`config.mk`:
```
export PLATFORM = sky130hd
export DESIGN_NAME = servo_pwm_decoder
export DESIGN_NICKNAME = d
export VERILOG_FILES = /design/src/rtl/servo_pwm_decoder.sv
export SDC_FILE = /design/constraint.sdc
export NUM_CORES = 1
export LEC_CHECK = 0
export BUFFER_PORTS_ARGS = -buffer_cell sky130_fd_sc_hd__buf_4
export CORE_ASPECT_RATIO = 1.5
export CORE_MARGIN = 2
export CORE_UTILIZATION = 45
export DETAILED_ROUTE_END_ITERATION = 7
export PLACE_DENSITY = 0.66
export SYNTH_ARGS = -nofsm -noshare
export SYNTH_HDL_FRONTEND = slang
export SYNTH_SLANG_ARGS = --single-unit
```
`constraint.sdc`:
```
create_clock -name clk -period 3 [get_ports clk]
set_input_delay 0.3 -clock clk [delete_from_list [all_inputs] [get_ports clk]]
set_output_delay 0.3 -clock clk [all_outputs]
set_load 0.02 [all_outputs]
```
`src/rtl/servo_pwm_decoder.sv`:
```
// Servo PWM receiver: measures the high time of a synchronised servo pulse,
// quantises it to one of 2**POS_BITS positions and flags bad pulses and signal loss.
module servo_pwm_decoder #(
   parameter int unsigned MIN_PULSE   = 50000,
   parameter int unsigned MAX_PULSE   = 100000,
   parameter int unsigned TOL         = 5000,
   parameter int unsigned TIMEOUT_CYC = 3000000,
   parameter int unsigned POS_BITS    = 2,
   parameter int unsigned CNT_W       = 22
) (
   input  logic                clk,
   input  logic                rst,
   input  logic                pwm_in,
   output logic [POS_BITS-1:0] position,
   output logic [CNT_W-1:0]    pulse_width,
   output logic                valid,
   output logic                error,
   output logic                signal_lost
);

   localparam int unsigned N_POS = 1 << POS_BITS;
   localparam int unsigned STEP  = (MAX_PULSE - MIN_PULSE) / (N_POS - 1);
   localparam logic [CNT_W-1:0] LO_LIM = CNT_W'(MIN_PULSE - TOL);
   localparam logic [CNT_W-1:0] HI_LIM = CNT_W'(MAX_PULSE + TOL);
   localparam logic [CNT_W-1:0] TO_LIM = CNT_W'(TIMEOUT_CYC - 1);

   typedef enum logic [1:0] {WAIT_LOW, ARMED, HIGH} state_t;

   state_t              state_q, state_d;
   logic                sync1_q, sync1_d, sync2_q, sync2_d, s_dly_q, s_dly_d;
   logic [1:0]          primed_q, primed_d;
   logic [CNT_W-1:0]    high_cnt_q, high_cnt_d, low_cnt_q, low_cnt_d;
   logic [CNT_W-1:0]    pulse_width_q, pulse_width_d;
   logic [POS_BITS-1:0] position_q, position_d, pos_dec;
   logic                valid_q, valid_d, error_q, error_d, lost_q, lost_d;
   logic                s, rise, fall;

   assign s    = sync2_q;
   assign rise = s & ~s_dly_q;
   assign fall = ~s & s_dly_q;

   always_comb begin
      pos_dec = '0;
      for (int unsigned k = 1; k < N_POS; k++) begin
         if (high_cnt_q >= CNT_W'(MIN_PULSE + k * STEP - STEP / 2))
            pos_dec = pos_dec + POS_BITS'(1);
      end
   end

   always_comb begin
      sync1_d       = pwm_in;
      sync2_d       = sync1_q;
      s_dly_d       = sync2_q;
      // primed_q tracks when the reset-cleared synchroniser reflects the real pin,
      // so a pulse already high at reset release is not mistaken for a low.
      primed_d      = {primed_q[0], 1'b1};
      state_d       = state_q;
      high_cnt_d    = high_cnt_q;
      low_cnt_d     = low_cnt_q;
      pulse_width_d = pulse_width_q;
      position_d    = position_q;
      valid_d       = 1'b0;
      error_d       = 1'b0;
      lost_d        = lost_q;
      case (state_q)
         WAIT_LOW: begin
            if (primed_q[1] && !s) state_d = ARMED;
         end
         ARMED: begin
            if (rise) begin
               high_cnt_d = CNT_W'(1);
               low_cnt_d  = '0;
               state_d    = HIGH;
            end else if (low_cnt_q >= TO_LIM) begin
               lost_d = 1'b1;
            end else begin
               low_cnt_d = low_cnt_q + CNT_W'(1);
            end
         end
         HIGH: begin
            if (fall) begin
               state_d = ARMED;
               if (high_cnt_q < LO_LIM) begin
                  error_d = 1'b1;
               end else begin
                  valid_d       = 1'b1;
                  pulse_width_d = high_cnt_q;
                  position_d    = pos_dec;
                  lost_d        = 1'b0;
               end
            end else if (high_cnt_q >= HI_LIM) begin
               error_d = 1'b1;
               state_d = WAIT_LOW;
            end else begin
               high_cnt_d = high_cnt_q + CNT_W'(1);
            end
         end
         default: state_d = WAIT_LOW;
      endcase
   end

   always_ff @(posedge clk) begin
      if (rst) begin
         state_q       <= WAIT_LOW;
         sync1_q       <= 1'b0;
         sync2_q       <= 1'b0;
         s_dly_q       <= 1'b0;
         primed_q      <= '0;
         high_cnt_q    <= '0;
         low_cnt_q     <= '0;
         pulse_width_q <= '0;
         position_q    <= '0;
         valid_q       <= 1'b0;
         error_q       <= 1'b0;
         lost_q        <= 1'b0;
      end else begin
         state_q       <= state_d;
         sync1_q       <= sync1_d;
         sync2_q       <= sync2_d;
         s_dly_q       <= s_dly_d;
         primed_q      <= primed_d;
         high_cnt_q    <= high_cnt_d;
         low_cnt_q     <= low_cnt_d;
         pulse_width_q <= pulse_width_d;
         position_q    <= position_d;
         valid_q       <= valid_d;
         error_q       <= error_d;
         lost_q        <= lost_d;
      end
   end

   assign position    = position_q;
   assign pulse_width = pulse_width_q;
   assign valid       = valid_q;
   assign error       = error_q;
   assign signal_lost = lost_q;

endmodule
```
**Yosys cells after proc, flatten, opt, wreduce, memory -nomap -nowiden**

Cells that the tools add are included.

- Register bits: 78
- Word-level logic and storage cells: 77

- $add $sub $neg: 4
- $lt $le $gt $ge: 6
- Equal/unequal tests: 12
- Multiplexer cells: 24
- Bitwise logic cells: 7
- Reductions and logical operators: 11

Operators with widths:

| cell | count |
|---|---|
| two-way mux 22 bit | 5 |
| >= comparator 22 x 17 -> 1 bit, second input constant | 3 |
| adder 22 x 1 -> 22 bit, second input constant | 2 |
| one-hot mux 22 bit (2 select lines) | 1 |
| >= comparator 22 x 16 -> 1 bit, second input constant | 1 |
| >= comparator 22 bit, second input constant | 1 |
| < comparator 22 x 16 -> 1 bit, second input constant | 1 |
| != test 2 bit, second input constant | 9 |
| two-way mux 2 bit | 6 |
| two-way mux 1 bit | 10 |
| one-hot mux 2 bit (3 select lines) | 1 |
| AND reduction 3 bit | 2 |
| inverter 1 bit | 5 |
| AND reduction 5 bit | 1 |
| adder 2 x 1 -> 2 bit, second input constant | 2 |
| AND reduction 4 bit | 1 |
| != test 3 bit, second input constant | 1 |
| OR reduction 3 bit | 1 |
| AND 1 bit | 2 |
| equality test 2 x 1 -> 1 bit, second input constant | 1 |
| equality test 2 bit, second input constant | 1 |
| logical NOT 2 bit | 1 |
| one-hot mux 1 bit (2 select lines) | 1 |
| AND reduction 2 bit | 1 |
| other kinds (4) | 4 |

**Logic depth before layout (Yosys ltp)**

Gate-level depths: netlist of run 1.

- Word-level depth: 6
- Depth in mapped cells: 12
- Depth with buffers taken out: 12

**Least setup slack after synthesis of run 1**

OpenSTA, ideal clock, no wires.

- Path kind: register to register
- From: reg high_cnt_q[6]
- To: reg state_q[1]
- Data arrival time: 2.073 ns
- Required time: 2.872 ns
- Setup slack: 0.799 ns
- Cell stages (with the launch flop): 9
- Buffers on the path: 2
- Clock period less this slack: 2.201 ns
- Path through: dfxtp_1 buf_2 or4b_1 nor4_1 a21oi_2 buf_6 a41oi_2 mux2i_1 nor2_1

- Cells in the longest elaborated chain, start to end: 3

RTL lines:

| element | RTL line | source |
|---|---|---|
| from (decl) | 32 | `logic [CNT_W-1:0] high_cnt_q, high_cnt_d, low_cnt_q, low_cnt_d;` |
| from (signal assigned) | 122 | `high_cnt_q <= high_cnt_d;` |
| >= comparator 22 x 17 -> 1 bit | 91 | `end else if (high_cnt_q >= HI_LIM) begin` |
| != test 3 bit (no line) | n/a |  |
| AND reduction 3 bit (no line) | n/a |  |
| to (signal assigned) | 117 | `state_q <= state_d;` |
| to (decl) | 29 | `state_t state_q, state_d;` |

No other way between the ends.
A chain may end at the register's enable or synchronous reset.

**Final worst setup path of run 1**

- From: reg high_cnt_q[9]
- To: reg error_q, in the netlist error

- Cells in the longest elaborated chain, start to end: 3
- Elaborated cells between the ends (all ways): 5
- Those cells by class: order compare (2); mux (3)

RTL lines:

| element | RTL line | source |
|---|---|---|
| >= comparator 22 x 17 -> 1 bit / < comparator 22 x 16 -> 1 bit (equally long branches) | 91, 83 |  |
| two-way mux 1 bit, on equally long branches | 91, 83 |  |
| two-way mux 1 bit (*) | 81 | `if (fall) begin` |
| to (signal assigned) | 127 | `error_q <= error_d;` |
| to (decl) | 35 | `logic valid_q, valid_d, error_q, error_d, lost_q, lost_d;` |

Every way passes the cells marked *; elsewhere a longest branch is shown, timed or not.

==> results of run 1 <==
-- worst max-delay path, cell delays in order (launching register included) --
cell and delay (ns):
dfxtp_1 0.56, or4b_1 0.56, nor4_1 0.48, a21oi_2 0.10, buf_4 0.20, and2_1 0.30
a2111oi_2 0.38
-- cell families after synthesis --
kind of cell,after synthesis,share of synthesized area
adders and majority gates,10,0.0309
buffers and inverters,51,0.0525
DFF,78,0.385
xor gates and xnor gates,18,0.0389
muxes,24,0.0593
AOI/OAI and AO/OA,94,0.185
and+or+nand+nor,193,0.248
-- synthesized netlist by cell type (4+ instances only) --
cell type	number	area share
a211oi_1	4	0.0074
a21oi_1	21	0.026
a31oi_1	9	0.014
and2_1	9	0.014
and3_1	6	0.0093
buf_2	11	0.014
clkbuf_1	22	0.020
dfxtp_1	78	0.39
ha_1	10	0.031
inv_1	15	0.014
mux2i_1	24	0.059
nand2_1	29	0.027
nand3_1	19	0.023
nand4_1	19	0.029
nor2_1	63	0.058
nor2b_1	6	0.0093
nor3_1	9	0.011
nor4_1	4	0.0062
o211ai_1	5	0.0093
o21ai_0	5	0.0062
o21ai_1	7	0.0086
o311ai_1	4	0.0086
o31ai_1	6	0.011
or4_1	6	0.011
xnor2_1	8	0.017
xor2_1	10	0.022
-- per-stage QoR --
stage          cells  power [mW]   util  setup WS, ns  area [um^2]
3_5_place_dp     580        1.41  0.492         0.358         4320
5_1_grt          595        2.51  0.524         0.192         4590
4_1_cts          595        2.42  0.524         0.338         4590
3_3_place_gp     580        1.41  0.492         0.384         4320
2_1_floorplan    468        1.33      -         0.799         4050
6_report         595        2.39  0.524         0.306         4590
-- flip-flops by register name, summed over array words and instances, names as in the netlist --
signal and count:
s 1, position 2, pulse_width 22, valid 1, sync1_q 1, s_dly_q 1, low_cnt_q 22, primed_q 2
error 1, high_cnt_q 22, state_q 2, signal_lost 1
-- where the power goes --
group	switching (mW)	total (mW)	internal [mW]
logic	0.205	0.307	0.102
clock network	0.420	0.997	0.577
registers	0.0240	1.09	1.06
-- routing by layer --
| layer | routed length, um | global-route usage |
|---|---|---|
| met3 | 427 | 0.0470 |
| met4 | 364 | 0.109 |
| met5 | 0 | 0 |
| met1 | 4080 | 0.258 |
| met2 | 5080 | 0.371 |
-- cell type report --
| type | instances | area share |
|---|---|---|
| Clock buffer | 10 | 0.0520 |
| Tap cell | 110 | 0.0300 |
| Sequential cell | 78 | 0.340 |
| Multi-Input combinational cell | 339 | 0.497 |
| Timing Repair Buffer | 37 | 0.0605 |
| Inverter | 16 | 0.0131 |
| Clock inverter | 5 | 0.00790 |
-- path summary, 6_finish.rpt --
path	from	to	slack, ns	cells after the start
setup / recovery	high_cnt_q[9]$_SDFFE_PP0P_	error$_SDFF_PP0_	0.31	6
hold reg to reg	primed_q[0]$_DFF_P_	primed_q[1]$_SDFF_PP0_	0.44	1
hold / removal	pwm_in	sync1_q$_SDFF_PP0_	0.17	2
setup reg to reg	high_cnt_q[9]$_SDFFE_PP0P_	error$_SDFF_PP0_	0.31	6
==> results.sh, run 1 <==
export IMPL_synth_edf_count=0
export IMPL_hold_class="input pin to flop"
export IMPL_grt_pass1_wl_mm=16.6
export IMPL_drtAntennaViolNets=0
export IMPL_syn_instance_count=468
export IMPL_grt_antenna_before_repair=0
export IMPL_gp_congestion=0.956
export IMPL_ios=30
export IMPL_final_net_count=494
export IMPL_async_flop_share=0
export IMPL_drtIter0Drc=182
export IMPL_die_y_um=120
export IMPL_clock_path_buffers=2
export IMPL_cp_start_kind="flop"
export IMPL_grt_pass1_vias=3365
export IMPL_max_freq_mhz=371
export IMPL_yosysWarnings=0
export IMPL_postCtsSetupRepairBufs=0
export IMPL_end_kind="flop"
export IMPL_dp_hpwl_mm=6.92
export IMPL_syn_area_mm2=0.00405
export IMPL_port_buffers=29
export IMPL_clk_latency_ns=0.34
export IMPL_hold_slack_ns=0.173
export IMPL_hold_buffers=0
export IMPL_fillers=828
export IMPL_h_tree_depth=3
export IMPL_ys_seq_elements=78
export IMPL_start_util=0.462
export IMPL_gr_usage_all_layers=0.220
export IMPL_finalCriticalPeriod_ns=2.69
export IMPL_synth_seq_area_share=0.385
export IMPL_avgViaCountPerCell=5.89
export IMPL_path_max_fanout=12
export IMPL_dr_pass1_iters=4
export IMPL_report_final_hold_viol_count=0
export IMPL_die_area_mm2=0.00979
export IMPL_vias=3503
export IMPL_die_width_um=81.5
export IMPL_outcome="finished, final reports clean"
export IMPL_clk_pin_slew_worst_paths_ns=0.06
export IMPL_required_ns=3.23
export IMPL_drc=0
export IMPL_arrival_ns=2.93
export IMPL_final_common_cell="dfxtp_1"
export IMPL_rsz0062_at_grt="no"
export IMPL_drive_gt1_frac=0.146
export IMPL_rows=42
export IMPL_cts_tree="done"
export IMPL_overflow=0
export IMPL_p_leak_nw=1.60
export IMPL_max_slew_worst_pin_slew_ns=0.735
export IMPL_finalSetupViolCount=0
export IMPL_wl_mm=9.95
export IMPL_cts_resized=0
export IMPL_fin_setup_tns_ns=0
export IMPL_wl_per_cell_um=16.7
export IMPL_ys_flop_type="dfxtp_1"
export IMPL_maxCapViolations=0
export IMPL_core_mm2=0.00878
export IMPL_crit_type="flop to flop"
export IMPL_cts_buffers=9
export IMPL_yosysUniqueCellTypes=66
export IMPL_synth_fp_nets=481
export IMPL_seq_area_mm2=0.00156
export IMPL_vdd_drop_max_mv=0.287
export IMPL_multi_input_area_mm2=0.00228
export IMPL_area_delta_synth_final_pct=13.4
export IMPL_period_share=0.898
export IMPL_final_cell_mix="dfxtp_1, nor2_1, buf_4, nand2_1, mux2i_1"
export IMPL_maxSlewViolCount=0
export IMPL_relSlewSlack=0.502
export IMPL_finClkSkew_ns=0.00747
export IMPL_syn_area_per_cell_um2=8.66
export IMPL_diodes=0
export IMPL_grt_max_degree=49
export IMPL_cts_num_sinks=78
export IMPL_clk_root_buffer_cell="clkbuf_16"
export IMPL_power_density_mw_per_mm2=520
Note: power is estimated with default switching activity, not from simulation.
==> run 2, diff against run 1 <==
==> config.mk (replaced) <==
export PLATFORM = sky130hd
export DESIGN_NAME = servo_pwm_decoder
export DESIGN_NICKNAME = d
export VERILOG_FILES = /design/src/rtl/servo_pwm_decoder.sv
export SDC_FILE = /design/constraint.sdc
export NUM_CORES = 1
export LEC_CHECK = 0
export CORE_ASPECT_RATIO = 1.5
export CORE_MARGIN = 2
export CORE_UTILIZATION = 45
export DETAILED_ROUTE_END_ITERATION = 7
export DONT_BUFFER_PORTS = 1
export PLACE_DENSITY = 0.63
export SYNTH_ARGS = -nofsm -noshare
export SYNTH_HDL_FRONTEND = slang
export SYNTH_SLANG_ARGS = --single-unit
==> run 2 against run 1 <==
  * Worst hold slack worse by 0.15 ns
  * Global-route usage up 0.24 points
  * Via count shrank 1.3%
  * Clock skew is essentially flat
  * Setup slack gained 0.043 ns
  * Clock power grew 20%
  * Non-clock buffer count down 25
  * Wire length increased by 0.52%
  * Sequential power about the same
  * Critical path depth stayed put
==> results.sh, run 2 (synthesized netlist as in run 1, its figures left out) <==
export IMPL_outcome="finished, final reports clean"
export IMPL_arrival_ns=2.92
export IMPL_routedLengthMet1_mm=3.91
export IMPL_postCtsSetupRepairBufs=0
export IMPL_clk_root_buffer_cell="clkbuf_16"
export IMPL_p_int_mw=1.90
export IMPL_finClkSkew_ns=0.00788
export IMPL_wl_per_cell_um=17.5
export IMPL_grt_pass1_vias=3401
export IMPL_dp_hpwl_mm=7.08
export IMPL_overflow=0
export IMPL_grt_pass1_wl_mm=16.8
export IMPL_wl_met3_um=479
export IMPL_rsz0062_at_grt="no"
export IMPL_finalCriticalPeriod_ns=2.65
export IMPL_finalSetupViolCount=0
export IMPL_drive_gt1_frac=0.102
export IMPL_port_buffers=0
export IMPL_drc=0
export IMPL_final_cell_mix="dfxtp_1, nor2_1, nand2_1, mux2i_1, a21oi_1"
export IMPL_reg2regPathDepth=6
export IMPL_rr_startpoint="high_cnt_q[18]$_SDFFE_PP0P_"
export IMPL_start_util=0.462
export IMPL_hold_buffers=0
export IMPL_p_leak_nw=1.50
export IMPL_h_tree_depth=3
export IMPL_grt_max_degree=49
export IMPL_cts_resized=0
export IMPL_path_max_fanout=10
export IMPL_gr_usage_all_layers=0.223
export IMPL_die_y_um=120
export IMPL_cp_start_kind="flop"
export IMPL_cp_startpoint="high_cnt_q[18]$_SDFFE_PP0P_"
export IMPL_swShare=0.265
export IMPL_vdd_drop_max_mv=0.348
export IMPL_p_comb_frac=0.114
export IMPL_p_seq_frac=0.422
export IMPL_relSlewSlack=0.485
export IMPL_post_place_ws_ns=0.383
export IMPL_clock_path_buffers=2
export IMPL_routed_top_layer="met4"
export IMPL_wl_mm=10.0
export IMPL_rrSetupSlack_ns=0.35
export IMPL_cts_tree="done"
export IMPL_report_final_hold_viol_count=0
export IMPL_maxSlewViolCount=0
export IMPL_final_net_count=469
export IMPL_gp_congestion=0.946
export IMPL_clk_pin_slew_worst_paths_ns=0.06
export IMPL_max_slew_worst_pin_slew_ns=0.760
export IMPL_p_clk_frac=0.464
export IMPL_cts_num_sinks=78
export IMPL_required_ns=3.27
export IMPL_endpoint="high_cnt_q[11]$_SDFFE_PP0P_"
export IMPL_die_width_um=81.5
export IMPL_timing_final_ws_setup_ns=0.349
export IMPL_grt_antenna_before_repair=0
export IMPL_dr_pass1_iters=4
export IMPL_rows=42
export IMPL_crit_type="flop to flop"
export IMPL_fin_setup_tns_ns=0
export IMPL_avgViaCountPerCell=6.05
export IMPL_period_share=0.884
export IMPL_drtAntennaViolNets=0
export IMPL_worstReg2RegEnd="high_cnt_q[11]$_SDFFE_PP0P_"
export IMPL_maxCapViolations=0
export IMPL_p_switching_mw=0.685
export IMPL_area_delta_synth_final_pct=10.1
export IMPL_clk_latency_ns=0.34
export IMPL_die_area_mm2=0.00979
export IMPL_end_kind="flop"
export IMPL_cts_buffers=9
export IMPL_vias=3456
export IMPL_finalCoreUtilization=0.508
export IMPL_diodes=0
export IMPL_wl_met2_mm=5.29
export IMPL_hold_class="input pin to flop"
export IMPL_drtIter0Drc=244
export IMPL_power_density_mw_per_mm2=580
export IMPL_core_mm2=0.00878
export IMPL_ios=30
export IMPL_final_common_cell="dfxtp_1"
export IMPL_max_freq_mhz=377
run 2: cell types whose count changed in the layout (fill, tap and decap cells not counted), moves of 2 or more:
cell / before / now
bufinv_16: 0 / 2
clkinvlp_4: 3 / 0
buf_4: 37 / 12
inv_6: 0 / 3
run 2: metal layers:
layer,vias to the layer above,GRT usage
met5,-,0
met4,0,0.130
met3,26,0.0433
met2,122,0.379
met1,1627,0.251
li1,1681,-
run 2: power by group through the flow:
stage	Sequential, mW	Clock (mW)	Combinational [mW]
CTS	1.09	1.24	0.295
global placement	1.11	0	0.288
finish	1.09	1.20	0.294
global route	1.10	1.27	0.328
floorplan	1.11	0	0.223
detailed placement	1.12	0	0.293
run 2: stage by stage:
stage,instance area (um^2),hold slack (ns),power (mW),instances
6_report,4460,0.0229,2.59,571
5_1_grt,4460,0.0102,2.69,571
4_1_cts,4460,0.00951,2.62,571
3_5_place_dp,4130,0.377,1.41,555
3_3_place_gp,4130,0.374,1.40,555
2_1_floorplan,4050,0.414,1.33,468
run 2: worst min path at each step:
stage | start | end | slack, ns | depth (start not counted)
after floorplan | primed_q[0]$_DFF_P_ | primed_q[1]$_SDFF_PP0_ | 0.41 | 1
after global placement | rst | high_cnt_q[6]$_SDFFE_PP0P_ | 0.37 | 1
after detailed placement | rst | error$_SDFF_PP0_ | 0.38 | 1
after CTS | rst | error$_SDFF_PP0_ | 0.01 | 1
after global routing | rst | pulse_width[6]$_SDFFE_PP0P_ | 0.01 | 1
final | rst | pulse_width[5]$_SDFFE_PP0P_ | 0.02 | 1
run 2: final cells by class:
class	instances	area, um^2
clock inverter	7	104
sequential	78	1560
clock buffer	9	225
inverter	16	60.1
fill	811	4320
multi-input combinational	339	2280
timing repair buffer	12	90.1
tap	110	138
run 2: worst max-delay path: stages (launching register included):
cell and delay (ns):
dfxtp_1 0.34, or4_4 0.55, a311o_1 0.29, a21oi_2 0.43, nand2_2 0.25, or4_1 0.57
a21oi_1 0.15
==> run 3, diff against run 2 <==
--- a/config.mk
+++ b/config.mk
@@ -5,6 +5,7 @@
 export SDC_FILE = /design/constraint.sdc
 export NUM_CORES = 1
 export LEC_CHECK = 0
+export ABC_AREA = 1
 export CORE_ASPECT_RATIO = 1.5
 export CORE_MARGIN = 2
 export CORE_UTILIZATION = 45
==> run 3 against run 2 <==
  * Critical path depth increased by 3
  * Sequential cell count unchanged
  * Critical endpoint is now pulse_width[11]$_SDFFE_PP0P_
  * Cell count increased by 37%
==> results.sh, run 3 <==
export IMPL_relSlewSlack=0.519
export IMPL_end_kind="flop"
export IMPL_syn_instance_count=669
export IMPL_wl_per_cell_um=15.2
export IMPL_dr_pass1_iters=5
export IMPL_ys_flop_type="dfxtp_1"
export IMPL_gp_congestion=0.954
export IMPL_cp_start_kind="flop"
export IMPL_wl_mm=11.9
export IMPL_ios=30
export IMPL_yosysWarnings=0
export IMPL_report_final_hold_viol_count=0
export IMPL_fin_setup_tns_ns=0
export IMPL_synth_edf_count=0
export IMPL_drtIter0Drc=289
export IMPL_syn_area_mm2=0.00432
export IMPL_clk_pin_slew_worst_paths_ns=0.06
export IMPL_hold_slack_ns=0.0184
export IMPL_syn_area_per_cell_um2=6.46
export IMPL_final_cell_mix="nand2_1, nor2_1, dfxtp_1, nand3_1, inv_1"
export IMPL_start_util=0.464
export IMPL_die_width_um=84.0
export IMPL_gr_usage_all_layers=0.236
export IMPL_dp_cells=767
export IMPL_power_density_mw_per_mm2=661
export IMPL_grt_antenna_before_repair=0
export IMPL_crit_type="flop to flop"
export IMPL_rrSetupSlack_ns=0.53
export IMPL_synth_seq_area_share=0.361
export IMPL_drtAntennaViolNets=0
export IMPL_synth_fp_nets=682
export IMPL_overflow=0
export IMPL_maxCapViolations=0
export IMPL_drc=0
export IMPL_clk_root_buffer_cell="clkbuf_16"
export IMPL_instances_no_fill=783
export IMPL_grt_pass1_wl_mm=19.3
export IMPL_finalSetupViolCount=0
export IMPL_cts_tree="done"
export IMPL_grt_max_degree=44
export IMPL_max_slew_worst_pin_slew_ns=0.715
export IMPL_placed_area_mm2=0.00439
export IMPL_vdd_drop_max_mv=0.406
export IMPL_postCtsSetupRepairBufs=0
export IMPL_p_leak_nw=1.82
export IMPL_cts_buffers=9
export IMPL_rows=43
export IMPL_clk_latency_ns=0.35
export IMPL_rsz0062_at_grt="no"
export IMPL_vias=4222
export IMPL_finClkSkew_ns=0.00864
export IMPL_yosys_top_cells_count="nand2_1, nor2_1, dfxtp_1"
export IMPL_h_tree_depth=3
export IMPL_fillers=948
export IMPL_core_mm2=0.00931
export IMPL_cts_resized=0
export IMPL_port_buffers=0
export IMPL_drive_gt1_frac=0.0641
export IMPL_maxSlewViolCount=0
export IMPL_synthTopCellsByArea="dfxtp_1, nand2_1, nor2_1"
export IMPL_area_delta_synth_final_pct=8.43
export IMPL_netlist_area_leader_share=0.361
export IMPL_hold_buffers=0
export IMPL_fin_area_mm2=0.00468
export IMPL_period_share=0.825
export IMPL_dp_hpwl_mm=8.73
export IMPL_diodes=0
export IMPL_max_freq_mhz=404
export IMPL_die_y_um=124
export IMPL_hold_class="input pin to flop"
export IMPL_synth_top_area_cell="dfxtp_1"
export IMPL_grt_pass1_vias=3965
export IMPL_ys_seq_elements=78
export IMPL_final_net_count=679
export IMPL_final_common_cell="nand2_1"
export IMPL_path_max_fanout=43
export IMPL_arrival_ns=2.69
export IMPL_outcome="finished, final reports clean"
export IMPL_yosysUniqueCellTypes=38
export IMPL_synth_most_common_cell="nand2_1"
export IMPL_async_flop_share=0
export IMPL_avgViaCountPerCell=5.39
export IMPL_clock_path_buffers=2
export IMPL_cts_num_sinks=78
export IMPL_required_ns=3.21
export IMPL_finalCoreUtilization=0.503
export IMPL_die_area_mm2=0.0104
export IMPL_finalCriticalPeriod_ns=2.47
[run 3: cell count changes after synthesis, moves of 7 or more]
cell	delta
o21ai_1	+10
inv_1	+44
mux2i_1	-24
nand3_1	+44
xnor2_1	-7
nand2_1	+128
nor2_1	+63
and2_1	-9
o21ai_0	+7
a31oi_1	-8
a21oi_1	+33
clkbuf_1	-13
[run 3: logic make-up after synthesis]
| logic type | count (synthesis) | synth area share |
|---|---|---|
| AOI/OAI and AO/OA | 93 | 0.116 |
| adders and majority gates | 10 | 0.0290 |
| DFF | 78 | 0.361 |
| and+or+nand+nor | 387 | 0.385 |
| xor gates and xnor gates | 9 | 0.0182 |
| buffers and inverters | 92 | 0.0904 |
[run 3: power breakdown]
part	total (mW)	internal [mW]	switching (mW)
logic	0.818	0.246	0.572
clock network	1.07	0.613	0.461
registers	1.21	1.11	0.101
[run 3: layout make-up]
| type | instances | area (um^2) | area share |
|---|---|---|---|
| repair buffers | 7 | 52.6 | 0.0112 |
| multi-input cells | 499 | 2370 | 0.506 |
| clock buffers | 11 | 253 | 0.0540 |
| well taps | 112 | 140 | 0.0299 |
| flip-flops and latches | 78 | 1560 | 0.333 |
| inverters | 71 | 268 | 0.0572 |
| clock inverters | 5 | 41.3 | 0.00881 |
[run 3: per-layer routing]
metal / vias up / share of wire / GRT usage
li1: 2155 / - / -
met1: 1909 / 0.39 / 0.253
met2: 121 / 0.53 / 0.435
met3: 37 / 0.039 / 0.0384
met4: 0 / 0.041 / 0.137
met5: - / 0 / 0
[run 3: critical path, cell delays in order (launching register included)]
cell and delay, ns:
dfxtp_1 0.38, inv_1 0.09, ha_1 0.19, buf_4 0.19, inv_1 0.33, nor3_2 0.15, nand2_2 0.18, clkinv_2 0.44
o21ai_0 0.33, a21oi_1 0.07
[run 3: final timing paths]
kind	to	from	cells past startpoint
max	pulse_width[11]$_SDFFE_PP0P_	state_q[0]$_SDFFE_PP0P_	9
min	low_cnt_q[1]$_SDFFE_PP0P_	rst	1
max reg2reg	pulse_width[11]$_SDFFE_PP0P_	state_q[0]$_SDFFE_PP0P_	9
min reg2reg	primed_q[1]$_SDFF_PP0_	primed_q[0]$_DFF_P_	2
[run 3: stage by stage]
stage,worst slack [ns],power [mW]
finish,0.526,3.10
global route,0.249,3.27
CTS,0.518,3.11
detailed placement,0.536,2.04
global placement,0.603,2.02
floorplan,1.11,1.83
